==> src/rtl/uart_pkg.sv <==
// rtl/uart_pkg.sv - register map, STATUS bit positions and TX FSM states for the UART MMIO bridge
package uart_pkg;

  // Register byte offsets on the 4-bit bus address
  localparam logic [3:0] ADDR_TXDATA = 4'h0;
  localparam logic [3:0] ADDR_RXDATA = 4'h4;
  localparam logic [3:0] ADDR_STATUS = 4'h8;
  localparam logic [3:0] ADDR_BAUD   = 4'hC;

  // STATUS bit indices
  localparam int ST_TX_FULL     = 0;
  localparam int ST_TX_EMPTY    = 1;
  localparam int ST_RX_NONEMPTY = 2;
  localparam int ST_RX_FULL     = 3;
  localparam int ST_OVERRUN     = 4;
  localparam int ST_TX_DROP     = 5;
  localparam int ST_TX_IDLE     = 6;
  localparam int ST_RX_IE       = 8;
  localparam int ST_TX_IE       = 9;

  typedef enum logic [1:0] {
    IDLE      = 2'd0,
    WAIT_BUSY = 2'd1,
    WAIT_DONE = 2'd2
  } tx_state_e;

endpackage

==> src/rtl/uart_sync_fifo.sv <==
// rtl/uart_sync_fifo.sv - single-clock FIFO with extra-MSB pointers, pop-before-push when full
// Ports:
//   clk, rst        clock, synchronous active-high reset (pointers only)
//   i_push, i_data  write strobe and data
//   i_pop           read strobe; ignored when empty
//   o_full, o_empty occupancy flags
//   o_head          oldest entry (valid when !o_empty)
module uart_sync_fifo #(
  parameter int WIDTH = 8,
  parameter int DEPTH = 16
) (
  input  logic             clk,
  input  logic             rst,
  input  logic             i_push,
  input  logic [WIDTH-1:0] i_data,
  input  logic             i_pop,
  output logic             o_full,
  output logic             o_empty,
  output logic [WIDTH-1:0] o_head
);

  localparam int AW = $clog2(DEPTH);

  logic [WIDTH-1:0] r_mem [DEPTH];
  logic [AW:0]      r_wr_ptr;
  logic [AW:0]      r_rd_ptr;
  logic             w_do_push;
  logic             w_do_pop;

  assign o_empty = (r_wr_ptr == r_rd_ptr);
  assign o_full  = (r_wr_ptr[AW] != r_rd_ptr[AW]) &&
                   (r_wr_ptr[AW-1:0] == r_rd_ptr[AW-1:0]);
  assign o_head  = r_mem[r_rd_ptr[AW-1:0]];

  // A pop frees a slot in the same cycle, so a push into a full FIFO that is
  // also being popped is accepted. Empty FIFOs never bypass: the pop is
  // gated on the pre-push state.
  assign w_do_pop  = i_pop & ~o_empty;
  assign w_do_push = i_push & (~o_full | w_do_pop);

  always_ff @(posedge clk) begin
    if (rst) begin
      r_wr_ptr <= '0;
      r_rd_ptr <= '0;
    end else begin
      if (w_do_push) r_wr_ptr <= r_wr_ptr + 1'b1;
      if (w_do_pop)  r_rd_ptr <= r_rd_ptr + 1'b1;
    end
  end

  always_ff @(posedge clk) begin
    if (w_do_push) r_mem[r_wr_ptr[AW-1:0]] <= i_data;
  end

endmodule

==> src/rtl/uart_mmio_bridge.sv <==
// rtl/uart_mmio_bridge.sv - CPU register front end for the UART core: TX/RX FIFOs, launch FSM, RX ack, baud
// Ports:
//   clk, rst                         clock, synchronous active-high reset
//   bus_req/we/addr/wdata            single-cycle memory bus access
//   bus_rdata, bus_rvalid            registered read response, one cycle after req
//   uart_we, uart_tx_data, uart_busy TX handshake with the core
//   uart_read_ready, uart_rx_data    RX byte from the core
//   uart_negate_rr                   one-cycle RX acknowledge to the core
//   uart_baud_max                    clk cycles per bit for the core
//   irq                              level interrupt
module uart_mmio_bridge
  import uart_pkg::*;
#(
  parameter int          FIFO_DEPTH   = 16,
  parameter logic [15:0] BAUD_DEFAULT = 16'd234
) (
  input  logic        clk,
  input  logic        rst,
  input  logic        bus_req,
  input  logic        bus_we,
  input  logic [3:0]  bus_addr,
  input  logic [31:0] bus_wdata,
  output logic [31:0] bus_rdata,
  output logic        bus_rvalid,
  output logic        uart_we,
  output logic [7:0]  uart_tx_data,
  input  logic        uart_busy,
  input  logic        uart_read_ready,
  input  logic [7:0]  uart_rx_data,
  output logic        uart_negate_rr,
  output logic [15:0] uart_baud_max,
  output logic        irq
);

  tx_state_e   r_state;
  tx_state_e   w_state_nxt;
  logic        w_launch;

  logic        r_uart_we;
  logic [7:0]  r_tx_data;
  logic        r_negate_rr;
  logic        r_ack_pending;
  logic        r_overrun;
  logic        r_tx_drop;
  logic        r_rx_ie;
  logic        r_tx_ie;
  logic [15:0] r_baud;
  logic [31:0] r_rdata;
  logic        r_rvalid;

  logic        w_wr;
  logic        w_rd;
  logic        w_tx_push;
  logic        w_rx_pop;
  logic        w_st_wr;
  logic        w_rx_capture;
  logic        w_tx_full;
  logic        w_tx_empty;
  logic [7:0]  w_tx_head;
  logic        w_rx_full;
  logic        w_rx_empty;
  logic [7:0]  w_rx_head;
  logic [31:0] w_status;
  logic [31:0] w_rd_val;
  logic        w_unused;

  assign w_wr      = bus_req & bus_we;
  assign w_rd      = bus_req & ~bus_we;
  assign w_tx_push = w_wr && (bus_addr == ADDR_TXDATA);
  assign w_rx_pop  = w_rd && (bus_addr == ADDR_RXDATA);
  assign w_st_wr   = w_wr && (bus_addr == ADDR_STATUS);
  assign w_unused  = ^bus_wdata[31:16];

  // Capture each core byte once: ack_pending blocks re-capture until the
  // core has dropped read_ready in response to negate_rr.
  assign w_rx_capture = uart_read_ready & ~r_ack_pending;

  uart_sync_fifo #(.WIDTH(8), .DEPTH(FIFO_DEPTH)) u_tx_fifo (
    .clk     (clk),
    .rst     (rst),
    .i_push  (w_tx_push),
    .i_data  (bus_wdata[7:0]),
    .i_pop   (w_launch),
    .o_full  (w_tx_full),
    .o_empty (w_tx_empty),
    .o_head  (w_tx_head)
  );

  uart_sync_fifo #(.WIDTH(8), .DEPTH(FIFO_DEPTH)) u_rx_fifo (
    .clk     (clk),
    .rst     (rst),
    .i_push  (w_rx_capture),
    .i_data  (uart_rx_data),
    .i_pop   (w_rx_pop),
    .o_full  (w_rx_full),
    .o_empty (w_rx_empty),
    .o_head  (w_rx_head)
  );

  // TX launch FSM
  always_comb begin
    w_state_nxt = r_state;
    w_launch    = 1'b0;
    case (r_state)
      IDLE: begin
        if (!w_tx_empty && !uart_busy) begin
          w_launch    = 1'b1;
          w_state_nxt = WAIT_BUSY;
        end
      end
      WAIT_BUSY: if (uart_busy)  w_state_nxt = WAIT_DONE;
      WAIT_DONE: if (!uart_busy) w_state_nxt = IDLE;
      default:   w_state_nxt = IDLE;
    endcase
  end

  always_ff @(posedge clk) begin
    if (rst) begin
      r_state   <= IDLE;
      r_uart_we <= 1'b0;
      r_tx_data <= 8'h00;
    end else begin
      r_state   <= w_state_nxt;
      r_uart_we <= w_launch;
      if (w_launch) r_tx_data <= w_tx_head;
    end
  end

  // RX acknowledge and sticky error flags
  always_ff @(posedge clk) begin
    if (rst) begin
      r_ack_pending <= 1'b0;
      r_negate_rr   <= 1'b0;
      r_overrun     <= 1'b0;
      r_tx_drop     <= 1'b0;
      r_rx_ie       <= 1'b0;
      r_tx_ie       <= 1'b0;
      r_baud        <= BAUD_DEFAULT;
    end else begin
      r_negate_rr <= w_rx_capture;
      if (w_rx_capture)          r_ack_pending <= 1'b1;
      else if (!uart_read_ready) r_ack_pending <= 1'b0;

      // A new error event in the same cycle as a W1C keeps the flag set.
      if (w_rx_capture && w_rx_full && !w_rx_pop)
        r_overrun <= 1'b1;
      else if (w_st_wr && bus_wdata[ST_OVERRUN])
        r_overrun <= 1'b0;

      if (w_tx_push && w_tx_full && !w_launch)
        r_tx_drop <= 1'b1;
      else if (w_st_wr && bus_wdata[ST_TX_DROP])
        r_tx_drop <= 1'b0;

      if (w_st_wr) begin
        r_rx_ie <= bus_wdata[ST_RX_IE];
        r_tx_ie <= bus_wdata[ST_TX_IE];
      end

      if (w_wr && (bus_addr == ADDR_BAUD) && (bus_wdata[15:0] != 16'h0000))
        r_baud <= bus_wdata[15:0];
    end
  end

  always_comb begin
    w_status                 = 32'h0;
    w_status[ST_TX_FULL]     = w_tx_full;
    w_status[ST_TX_EMPTY]    = w_tx_empty;
    w_status[ST_RX_NONEMPTY] = ~w_rx_empty;
    w_status[ST_RX_FULL]     = w_rx_full;
    w_status[ST_OVERRUN]     = r_overrun;
    w_status[ST_TX_DROP]     = r_tx_drop;
    w_status[ST_TX_IDLE]     = w_tx_empty && (r_state == IDLE);
    w_status[ST_RX_IE]       = r_rx_ie;
    w_status[ST_TX_IE]       = r_tx_ie;
  end

  always_comb begin
    w_rd_val = 32'h0;
    case (bus_addr)
      ADDR_RXDATA: w_rd_val = w_rx_empty ? 32'h0 : {24'h0, w_rx_head};
      ADDR_STATUS: w_rd_val = w_status;
      ADDR_BAUD:   w_rd_val = {16'h0, r_baud};
      default:     w_rd_val = 32'h0;
    endcase
  end

  always_ff @(posedge clk) begin
    if (rst) begin
      r_rdata  <= 32'h0;
      r_rvalid <= 1'b0;
    end else begin
      r_rvalid <= w_rd;
      r_rdata  <= w_rd ? w_rd_val : 32'h0;
    end
  end

  assign bus_rdata      = r_rdata;
  assign bus_rvalid     = r_rvalid;
  assign uart_we        = r_uart_we;
  assign uart_tx_data   = r_tx_data;
  assign uart_negate_rr = r_negate_rr;
  assign uart_baud_max  = r_baud;
  assign irq            = (~w_rx_empty & r_rx_ie) | (w_tx_empty & r_tx_ie);

endmodule
==> config.mk <==
export PLATFORM = sky130hd
export DESIGN_NAME = uart_mmio_bridge
export DESIGN_NICKNAME = d
export VERILOG_FILES = /design/src/rtl/uart_pkg.sv /design/src/rtl/uart_sync_fifo.sv /design/src/rtl/uart_mmio_bridge.sv
export SDC_FILE = /design/constraint.sdc
export NUM_CORES = 1
export LEC_CHECK = 0
export ABC_AREA = 1
export CORE_MARGIN = 3
export CORE_UTILIZATION = 58
export CTS_CLUSTER_DIAMETER = 50
export DETAILED_ROUTE_END_ITERATION = 7
export PLACE_DENSITY = 0.87
export RECOVER_POWER = 100
export SYNTH_ARGS = -nofsm -noshare
export SYNTH_HDL_FRONTEND = slang
export SYNTH_SLANG_ARGS = --single-unit
==> constraint.sdc <==
create_clock -name clk -period 2.3 [get_ports clk]
set_input_delay 0.23 -clock clk [delete_from_list [all_inputs] [get_ports clk]]
set_output_delay 0.23 -clock clk [all_outputs]
set_load 0.02 [all_outputs]
==> summary.txt <==
Status -> complete, no violations
Antenna cells -> 0
Max-slew violations -> 0
Clock Tree Root -> clkbuf_16
Critical Path RT -> 2.07 ns
Cell variety after synth -> 44
Total Nets Final -> 1462
Placed instance area -> 15100 sq um
Fin crit period -> 2.23 ns
Mapped Area -> 13800 sq um
Row count -> 55
Detailed Routing Iterations Pass 1 -> 6
CTS tree -> done
Top Layer Used -> met4
Clock buffer depth -> 3
# Max-Cap Violations -> 0
Crit. End Element -> output port
DPL Wire Length -> 22200 um
Final Hold Viols -> 0
Synth Area per Inst -> 10.8 sq um
Vias in the first global route -> 10300
Number of flops mapped to enable cells by yosys -> 256
Post-DR wirelength/cell -> 21.0 um
RePlAce Congestion -> 0.886
Synth Register Bits -> 330
Max FO, Critical Path -> 4
Main area contributors after synthesis -> edfxtp_1 (56%), dfxtp_1 (11%), nand2_1 (5.9%)
First-pass GRT wire length -> 55800 um
Slew @ Worst Pin -> 1.33 ns
Worst Skew -> 0.0138 ns
Sequential cell area fraction in the yosys report -> 66.3%
Antenna-violating nets left -> 0
CORE AREA -> 23100 sq um
# H-tree levels -> 2
Asr flop ratio synth -> 0%
Main synth FF type -> edfxtp_1
Initial Util -> 60.0%
Most frequent cells in the layout -> edfxtp_1 (256), nand2_1 (219), nor2_1 (171)
Port bufs -> 77
M1 wire length -> 13500 um
Die X -> 160 um
Leading cell type in the layout, fill and taps excluded -> edfxtp_1
Detailed Route Iter0 Violations -> 1426
Drt drc -> 0
Setup CP Type -> flip-flop to output port
Worst slew margin -> 11.0%
Critical Path AT -> 2.00 ns
Vias per cell -> 6.07
DR WL met2 -> 17500 um
Layout overhead on the synthesized area -> 16.4%
DRT Wirelength -> 36600 um
# setup viols final -> 0
Ports -> 110
CTS sink cnt -> 330
Post-Layout Inst Area -> 16100 sq um
Clock transition at path regs -> 0.06 ns
Peak supply drop -> 0.000610 V
Die Y -> 160 um
Critical Path Start Type -> flip-flop
Total negative slack -> 0 ns
Hold_buf cts -> 0
Synth warn -> 0
Global route overflow -> 0
DR WL met3 -> 4430 um
Leakage -> 5.97 nW
Antenna violations before repair -> 0
Post-Syn Instances -> 1279
Worst Hold Class -> input port to flip-flop
Number of buffers created by CTS -> 34
Period utilisation layout -> 96.8%
Layout cells sized above 1 -> 9.87%
Yosys top cell by area -> edfxtp_1
Die area -> 25700 sq um
Worst skew pair latency -> 0.51 ns
Vias -> 10600
Pin count of the biggest net entering global routing -> 67
Power per cell area -> 804 nW/um^2
GRT Total Usage -> 27.5%
Synth top area share -> 55.6%
FMAX -> 0.449 GHz
## layer usage
layer / vias up / GRT usage (%)
met3: 125 / 4.77
met5: - / 0
li1: 4626 / -
met2: 810 / 45.0
met4: 0 / 9.90
met1: 5013 / 37.5
## cells in the mapped netlist (4+ instances only)
cell,instances
edfxtp_1,256
a21oi_2,7
nand2_2,8
nand2_1,216
buf_6,4
o22ai_1,10
dfxtp_1,74
nor2_1,170
o21ai_2,7
inv_1,73
clkbuf_1,19
inv_2,7
ha_1,10
a21oi_1,40
o21ai_0,104
xor2_1,13
nand3_1,107
nor3_1,36
buf_4,24
buf_2,28
o211ai_1,27
o21ai_1,7
## cells by family (layout without fill, tap and decap cells)
| family | after synthesis | after routing | synth area share [%] |
|---|---|---|---|
| flip-flops | 330 | 330 | 66.3 |
| other | 1 | 16 | 0.0271 |
| adder cells (fa/ha/maj) | 10 | 10 | 0.905 |
| AND/OR/NAND/NOR | 555 | 555 | 17.5 |
| AO/OA/AOI/OAI | 205 | 205 | 8.44 |
| XOR/XNOR | 18 | 18 | 1.25 |
| buffers and inverters | 160 | 294 | 5.62 |
## area by class of cell
cell class | count | area, sq um
Sequential cell | 330 | 9170
Fill cell | 1483 | 6960
Multi-Input combinational cell | 804 | 3900
Timing Repair Buffer | 150 | 1190
Clock buffer | 47 | 973
Tap cell | 313 | 392
Inverter | 82 | 313
Clock inverter | 15 | 151
## sequential cells by signal (all words and copies together) (netlist names), named ones only
| signal | flops |
|---|---|
| r_tx_drop | 1 |
| u_tx_fifo.r_wr_ptr | 5 |
| bus_rdata | 16 |
| r_overrun | 1 |
| uart_tx_data | 8 |
| u_tx_fifo.r_rd_ptr | 5 |
| r_tx_ie | 1 |
| r_ack_pending | 1 |
| uart_negate_rr | 1 |
| u_rx_fifo.r_wr_ptr | 5 |
| r_rx_ie | 1 |
| uart_baud_max | 16 |
| r_state | 2 |
| u_rx_fifo.r_rd_ptr | 5 |
| uart_we | 1 |
| u_tx_fifo.r_mem | 128 |
| bus_rvalid | 1 |
| u_rx_fifo.r_mem | 128 |
## worst paths after layout
| kind | cells after the start | startpoint | end | slack [ns] |
|---|---|---|---|---|
| worst min-delay path | 3 | uart_read_ready | r_ack_pending | 0.34 |
| worst max register to register | 6 | u_tx_fifo.r_rd_ptr[4] | u_tx_fifo.r_mem[8][3] | 0.08 |
| worst max-delay path | 7 | u_tx_fifo.r_rd_ptr[1] | irq | 0.07 |
| worst min register to register | 2 | uart_baud_max[11] | bus_rdata[11] | 0.46 |
## through the flow
step | util (%) | hold slack (ns) | power [mW] | cells | worst slack [ns]
floorplan | - | 0.307 | 7.16 | 1294 | 0.225
global placement | 65.7 | 0.433 | 7.47 | 1677 | 0.123
detailed placement | 65.7 | 0.451 | 7.51 | 1677 | 0.0176
CTS | 70.6 | 0.336 | 13.0 | 1739 | 0.0472
global route | 69.8 | 0.360 | 13.3 | 1741 | -0.00879
finish | 69.8 | 0.344 | 12.9 | 1741 | 0.0729
## what timing repair did
action / 4_1_cts / 5_1_grt
buffers inserted: 0 / 2
endpoints found under the setup margin: 1 / 1
pin swaps: 0 / 1
resized for setup: 5 / 3
gates cloned: 0 / 0
## where the power goes
group	leakage, nW	total [mW]	switching, mW	internal [mW]
Sequential	2.91	6.50	0.0340	6.47
Clock	0.549	5.54	2.23	3.31
Combinational	2.52	0.896	0.635	0.261
Total	5.97	12.9	2.90	10.0
## worst max-delay path: stages, from the launching register on
cell             delay [ns]
dfxtp_1                0.39
inv_1                  0.09
nand2_1                0.09
nand2_1                0.09
nor2_4                 0.15
nand3_4                0.10
o21ai_1                0.23
clkdlybuf4s15_1        0.34
Note: power is estimated with default switching activity, not from simulation.
